[config.mk]
export PLATFORM = sky130hd
export DESIGN_NAME = issue_scoreboard_ctrl_flat
export DESIGN_NICKNAME = d
export VERILOG_FILES = /design/src/rtl/issue_scoreboard_ctrl_if.sv /design/src/rtl/issue_scoreboard_ctrl.sv /design/src/flat_wrapper.sv
export SDC_FILE = /design/constraint.sdc
export NUM_CORES = 1
export LEC_CHECK = 0
export ABC_AREA = 1
export CORE_MARGIN = 5
export CORE_UTILIZATION = 51
export CTS_CLUSTER_DIAMETER = 60
export DETAILED_ROUTE_END_ITERATION = 8
export GPL_TIMING_DRIVEN = 0
export MAX_ROUTING_LAYER = met4
export PLACE_DENSITY = 0.78
export REMOVE_ABC_BUFFERS = 1
export SKIP_LAST_GASP = 1
export SLEW_MARGIN = 10
export SYNTH_ARGS = -nofsm -noshare
export SYNTH_HDL_FRONTEND = slang
export SYNTH_SLANG_ARGS = --single-unit
[constraint.sdc]
create_clock -name clk -period 2.3 [get_ports clk]
set_input_delay 0.23 -clock clk [delete_from_list [all_inputs] [get_ports clk]]
set_output_delay 0.23 -clock clk [all_outputs]
set_load 0.03 [all_outputs]
[src/rtl/issue_scoreboard_ctrl_if.sv]
// Decode/issue/writeback bundle between decode, the issue controller and the EXU.
interface issue_scoreboard_ctrl_if #(
  parameter int unsigned CNT_W = 32
);
  logic             dec_vld;
  logic             dec_rdy;
  logic [4:0]       dec_rd;
  logic [4:0]       dec_rs1;
  logic [4:0]       dec_rs2;
  logic             dec_use_rs1;
  logic             dec_use_rs2;
  logic             dec_wen;
  logic             dec_div;
  logic             dec_serial;
  logic             dec_halt;
  logic             iss_vld;
  logic             iss_rdy;
  logic             wb_vld;
  logic [4:0]       wb_rd;
  logic             div_done;
  logic             flush;
  logic             halted;
  logic [CNT_W-1:0] perf_stall_cnt;

  modport master (
    output dec_vld, dec_rd, dec_rs1, dec_rs2, dec_use_rs1, dec_use_rs2,
           dec_wen, dec_div, dec_serial, dec_halt, iss_rdy, wb_vld, wb_rd,
           div_done, flush,
    input  dec_rdy, iss_vld, halted, perf_stall_cnt
  );

  modport slave (
    input  dec_vld, dec_rd, dec_rs1, dec_rs2, dec_use_rs1, dec_use_rs2,
           dec_wen, dec_div, dec_serial, dec_halt, iss_rdy, wb_vld, wb_rd,
           div_done, flush,
    output dec_rdy, iss_vld, halted, perf_stall_cnt
  );
endinterface

[src/rtl/issue_scoreboard_ctrl.sv]
// Issue controller: register scoreboard, divider arbitration, serialising drain,
// ebreak halt and a saturating stall-cycle counter.
module issue_scoreboard_ctrl #(
  parameter int unsigned NREG  = 32,
  parameter int unsigned CNT_W = 32
) (
  input logic                    clk,
  input logic                    rst_n,
  issue_scoreboard_ctrl_if.slave bus
);

  typedef enum logic [1:0] {RUN, DRAIN, HALT} state_e;

  state_e           state_q, state_d;
  logic [NREG-1:0]  pending_q, pending_d;
  logic [NREG-1:0]  wb_vec, set_vec, rdy_vec, pend_after_wb;
  logic             div_busy_q, div_busy_d;
  logic             halted_q, halted_d;
  logic [CNT_W-1:0] cnt_q, cnt_d;
  logic             raw, waw, divh, serh, stall, dec_rdy_c, fire;

  // Hazard check, handshake and next-state computation
  always_comb begin
    wb_vec = '0;
    if (bus.wb_vld) wb_vec[bus.wb_rd] = 1'b1;
    pend_after_wb = pending_q & ~wb_vec;

    // Write-through regfile: a same-cycle writeback makes the register ready
    rdy_vec    = ~pending_q | wb_vec;
    rdy_vec[0] = 1'b1;

    raw   = (bus.dec_use_rs1 & ~rdy_vec[bus.dec_rs1]) |
            (bus.dec_use_rs2 & ~rdy_vec[bus.dec_rs2]);
    waw   = bus.dec_wen & ~rdy_vec[bus.dec_rd];
    divh  = bus.dec_div & div_busy_q & ~bus.div_done;
    serh  = bus.dec_serial & ((|pend_after_wb) | div_busy_q);
    stall = raw | waw | divh | serh | (state_q != RUN) | bus.flush;

    dec_rdy_c = bus.iss_rdy & ~stall;
    fire      = bus.dec_vld & dec_rdy_c;

    // Set after clear so a same-register issue wins over its writeback
    set_vec = '0;
    if (fire & bus.dec_wen & (bus.dec_rd != 5'd0)) set_vec[bus.dec_rd] = 1'b1;
    pending_d  = pend_after_wb | set_vec;
    div_busy_d = (fire & bus.dec_div) | (div_busy_q & ~bus.div_done);

    state_d = state_q;
    case (state_q)
      RUN: begin
        if (fire & bus.dec_serial)    state_d = DRAIN;
        else if (fire & bus.dec_halt) state_d = HALT;
      end
      DRAIN: begin
        if ((pending_d == '0) & ~div_busy_d) state_d = RUN;
      end
      HALT:    state_d = HALT;
      default: state_d = RUN;
    endcase
    halted_d = (state_d == HALT);

    cnt_d = cnt_q;
    if (bus.dec_vld & ~dec_rdy_c & (state_q != HALT) & (cnt_q != '1))
      cnt_d = cnt_q + CNT_W'(1);
  end

  always_ff @(posedge clk) begin
    if (!rst_n) begin
      state_q    <= RUN;
      pending_q  <= '0;
      div_busy_q <= 1'b0;
      halted_q   <= 1'b0;
      cnt_q      <= '0;
    end else begin
      state_q    <= state_d;
      pending_q  <= pending_d;
      div_busy_q <= div_busy_d;
      halted_q   <= halted_d;
      cnt_q      <= cnt_d;
    end
  end

  assign bus.dec_rdy        = dec_rdy_c;
  assign bus.iss_vld        = fire;
  assign bus.halted         = halted_q;
  assign bus.perf_stall_cnt = cnt_q;

endmodule

[src/flat_wrapper.sv]
// flat-port wrapper written by rule: the top's interface ports become plain ports
module issue_scoreboard_ctrl_flat 
#(
  parameter int unsigned NREG  = 32,
  parameter int unsigned CNT_W = 32
)
  (clk, rst_n, bus_dec_vld, bus_dec_rd, bus_dec_rs1, bus_dec_rs2, bus_dec_use_rs1, bus_dec_use_rs2, bus_dec_wen, bus_dec_div, bus_dec_serial, bus_dec_halt, bus_iss_rdy, bus_wb_vld, bus_wb_rd, bus_div_done, bus_flush, bus_dec_rdy, bus_iss_vld, bus_halted, bus_perf_stall_cnt);
  issue_scoreboard_ctrl_if #(.CNT_W(CNT_W)) bus_i ();
  input logic clk;
  input logic rst_n;
  input wire logic [$bits(bus_i.dec_vld)-1:0] bus_dec_vld;
  input wire logic [$bits(bus_i.dec_rd)-1:0] bus_dec_rd;
  input wire logic [$bits(bus_i.dec_rs1)-1:0] bus_dec_rs1;
  input wire logic [$bits(bus_i.dec_rs2)-1:0] bus_dec_rs2;
  input wire logic [$bits(bus_i.dec_use_rs1)-1:0] bus_dec_use_rs1;
  input wire logic [$bits(bus_i.dec_use_rs2)-1:0] bus_dec_use_rs2;
  input wire logic [$bits(bus_i.dec_wen)-1:0] bus_dec_wen;
  input wire logic [$bits(bus_i.dec_div)-1:0] bus_dec_div;
  input wire logic [$bits(bus_i.dec_serial)-1:0] bus_dec_serial;
  input wire logic [$bits(bus_i.dec_halt)-1:0] bus_dec_halt;
  input wire logic [$bits(bus_i.iss_rdy)-1:0] bus_iss_rdy;
  input wire logic [$bits(bus_i.wb_vld)-1:0] bus_wb_vld;
  input wire logic [$bits(bus_i.wb_rd)-1:0] bus_wb_rd;
  input wire logic [$bits(bus_i.div_done)-1:0] bus_div_done;
  input wire logic [$bits(bus_i.flush)-1:0] bus_flush;
  output wire logic [$bits(bus_i.dec_rdy)-1:0] bus_dec_rdy;
  output wire logic [$bits(bus_i.iss_vld)-1:0] bus_iss_vld;
  output wire logic [$bits(bus_i.halted)-1:0] bus_halted;
  output wire logic [$bits(bus_i.perf_stall_cnt)-1:0] bus_perf_stall_cnt;
  assign bus_i.dec_vld = bus_dec_vld;
  assign bus_i.dec_rd = bus_dec_rd;
  assign bus_i.dec_rs1 = bus_dec_rs1;
  assign bus_i.dec_rs2 = bus_dec_rs2;
  assign bus_i.dec_use_rs1 = bus_dec_use_rs1;
  assign bus_i.dec_use_rs2 = bus_dec_use_rs2;
  assign bus_i.dec_wen = bus_dec_wen;
  assign bus_i.dec_div = bus_dec_div;
  assign bus_i.dec_serial = bus_dec_serial;
  assign bus_i.dec_halt = bus_dec_halt;
  assign bus_i.iss_rdy = bus_iss_rdy;
  assign bus_i.wb_vld = bus_wb_vld;
  assign bus_i.wb_rd = bus_wb_rd;
  assign bus_i.div_done = bus_div_done;
  assign bus_i.flush = bus_flush;
  assign bus_dec_rdy = bus_i.dec_rdy;
  assign bus_iss_vld = bus_i.iss_vld;
  assign bus_halted = bus_i.halted;
  assign bus_perf_stall_cnt = bus_i.perf_stall_cnt;
  issue_scoreboard_ctrl #(.NREG(NREG), .CNT_W(CNT_W)) u_core (.clk(clk), .rst_n(rst_n), .bus(bus_i));
endmodule
==> results.txt <==
Worst-Margin Slew - 1230 ps
max_cap viols - 0
Initial Util - 0.518
Die X - 109 um
Avg Inst Size Synth - 5.92 um2
core area - 0.00968 mm2
most numerous cell in the Yosys netlist - nand2_1
power density cells - 343 mW/mm2
initial antenna violation count - 1
VDD IR max - 0.323 mV
routed vias - 7100
clk_lat worst skew - 360 ps
Clk network pwr share - 0.316
top-area cell type share of the netlist area - 0.271
CP Class - register to register
fin util - 0.822
placed instance count - 1024
hold buffers post-CTS - 0
largest area contributor in the netlist - dfxtp_1
Logic pwr share - 0.248
First DRT Iteration DRCs - 950
Layout area overhead - 58.8%
Reg power frac - 0.437
H-tree levels - 3
Critical Path AT - 3220 ps
unrepaired setup endpoints after global routing - true
FF-to-FF Start - u_core.pending_q[11]$_SDFF_PN0_
vias in the first global route - 6303
status - finished, violations left
violated checks - setup timing
Slew Viols, Final - 0
Min-Delay Path Class - input pin to register
Remaining DRCs - 0
Root Driver - clkbuf_8
instance count of the mapped netlist - 847
R2R depth - 23
fin nets - 1039
Main synth FF type - dfxtp_1
crit path max fanout - 5
synthesized area - 0.00502 mm2
CTS Buffer Depth - 2
Req. time, crit path - 2550 ps
Setup crit start kind - register
Yosys cell types - 35
I/O Pins - 68
remaining global-route overflow - 0
# port buffers - 67
routability cong. - 1.03
Avg WL per Cell - 19.4 um
Highest Clock Rate - 336 MHz
die area - 0.0119 mm2
Rel. slew slack - 0.181
r2r endpoint - u_core.state_q[0]$_SDFF_PN0_
setup violators final - 68
layout cell share with drive strength beyond 1 - 0.385
Via density - 6.21
Cells on Worst Hold Path - 5
top post-synthesis cells by count - nand2_1, nand3_1, nor2_1, inv_1, dfxtp_1
final hold slack - 358 ps
Async S/R FF share, synth - 0
FF-to-FF setup slack - -670 ps
sink of the worst hold path - u_core.pending_q[0]$_SDFF_PN0_
worst hold start - bus_wb_rd[2]
Sum Neg Setup Slack - -17610 ps
final period utilization - 1.29
Internal - 0.00186 W
gr usage total - 0.336
Clock transition at path regs - 70 ps
Num Clock Sinks - 68
Setup WS post-layout - -673 ps
CTS tree - yes
switching power - 0.000872 W
first drt pass iteration count - 8
post-synthesis sequential area ratio - 0.271
post-route antenna net violation count - 0
min Tclk post-route - 2970 ps
first-pass GRT wire length - 30.8 mm
Post-DP HPWL - 12.8 mm
clock skew - 13.2 ps
Yosys reg bits - 68
dominant cells by area after synthesis - dfxtp_1, nand2_1, nand3_1, nor2_1, a21oi_1
Cell Rows - 36
crit end category - register
LEAKAGE - 3.34 nW
Finished Layout Cells - 1144
largest net degree at the start of global routing - 48
drt total wl - 22.2 mm
YS warnings - 0
total CTS buffers - 9
final hold vios - 0
Switching Share - 0.319
EDFF count, synth - 0
Die Ht - 109 um
## timing repair
action,CTS,global route
buffers inserted,50,54
gates cloned,4,0
pin swaps,46,103
setup endpoints to repair,69,68
resized for setup,267,156
## worst max-delay path by stage
stage | from | to | slack (ps) | depth (start not counted)
2_1_floorplan | bus_wb_rd[3] | u_core.state_q[0]$_SDFF_PN0_ | -230 | 23
3_3_place_gp | bus_dec_rs1[0] | bus_iss_vld | -1860 | 12
3_5_place_dp | bus_wb_rd[1] | bus_iss_vld | -1830 | 16
4_1_cts | bus_wb_rd[0] | u_core.state_q[0]$_SDFF_PN0_ | -330 | 26
5_1_grt | u_core.pending_q[11]$_SDFF_PN0_ | u_core.state_q[0]$_SDFF_PN0_ | -750 | 23
6_report | u_core.pending_q[11]$_SDFF_PN0_ | u_core.state_q[0]$_SDFF_PN0_ | -670 | 23
## power by group through the flow
stage / Sequential, W / Combinational [W] / Clock (W)
after floorplan: 0.00122 / 0.000221 / 0
after global placement: 0.00122 / 0.000403 / 0
after detailed placement: 0.00122 / 0.000408 / 0
after CTS: 0.00119 / 0.000572 / 0.000852
after global routing: 0.00119 / 0.000704 / 0.000911
final: 0.00119 / 0.000677 / 0.000863
## stage by stage
step	setup WS (ps)	power, W	cell area (um2)
2_1_floorplan	-231	0.00145	4890
3_3_place_gp	-1860	0.00162	5730
3_5_place_dp	-1830	0.00162	5730
4_1_cts	-335	0.00261	6990
5_1_grt	-754	0.00281	7960
6_report	-673	0.00273	7960
## worst max-delay path, cell delays in order, from the launching register on
cell     delay [ps]
dfxtp_1         370
nand2_2          70
buf_4           140
nand2_1          70
nand2_1          80
nor2_1          160
nor2_1           90
nor2_1          160
nand3_1         120
nor2_2          160
nor2_2           70
nand3_4         120
buf_6           120
nor2_4           40
buf_12          140
buf_12          140
nand3_4          70
nand2_1          90
nor2_1          130
nand2_1          80
nor2_2          170
nand2_2         100
nor2_4          130
nor2_1           60
## cells in the final DEF (no fill, tap or decap), types with 5 or more instances in the layout
cell,instances
nand2_1,138
clkdlybuf4s50_1,48
inv_2,14
nor2_2,18
buf_12,10
nand3_1,147
clkbuf_8,10
buf_4,66
buf_6,30
nor2_1,82
a21oi_2,32
nand2_4,32
o21ai_0,12
nand3_4,20
a21oi_1,32
dfxtp_2,9
nand4_1,12
dfxtp_1,57
nand3_2,22
inv_1,56
nor3_1,10
nand2_2,67
nor2_4,18
o21a_1,5
## layout make-up
cell class	count	area, um2
repair inverters	1	11.3
inverters	80	337
clock buffers	14	153
flip-flops and latches	68	1380
fillers	562	1720
well taps	133	166
diodes	1	2.50
multi-input cells	677	4240
repair buffers	168	1670
clock inverters	2	10.0
## logic make-up (layout without fill, tap and decap cells)
| family | Yosys count | in the layout | share of synthesized area |
|---|---|---|---|
| other | 0 | 1 | 0 |
| AO/OA/AOI/OAI | 89 | 89 | 0.0943 |
| flip-flops | 68 | 68 | 0.271 |
| XOR/XNOR | 1 | 1 | 0.00175 |
| AND/OR/NAND/NOR | 585 | 586 | 0.545 |
| adder cells (fa/ha/maj) | 1 | 1 | 0.00249 |
| buffers and inverters | 103 | 265 | 0.0848 |
## flip-flops by register name, indices dropped and copies added (netlist names)
signal	flops
u_core.bus.perf_stall_cnt	32
u_core.pending_q	32
u_core.state_q	2
u_core.bus.halted	1
u_core.div_busy_q	1
## layer usage
metal	global-route usage	share of wire
met1	0.388	0.36
met2	0.555	0.47
met3	0.0497	0.097
met4	0.195	0.080
met5	-	0
No activity file was read; power rests on OpenSTA's default activity.
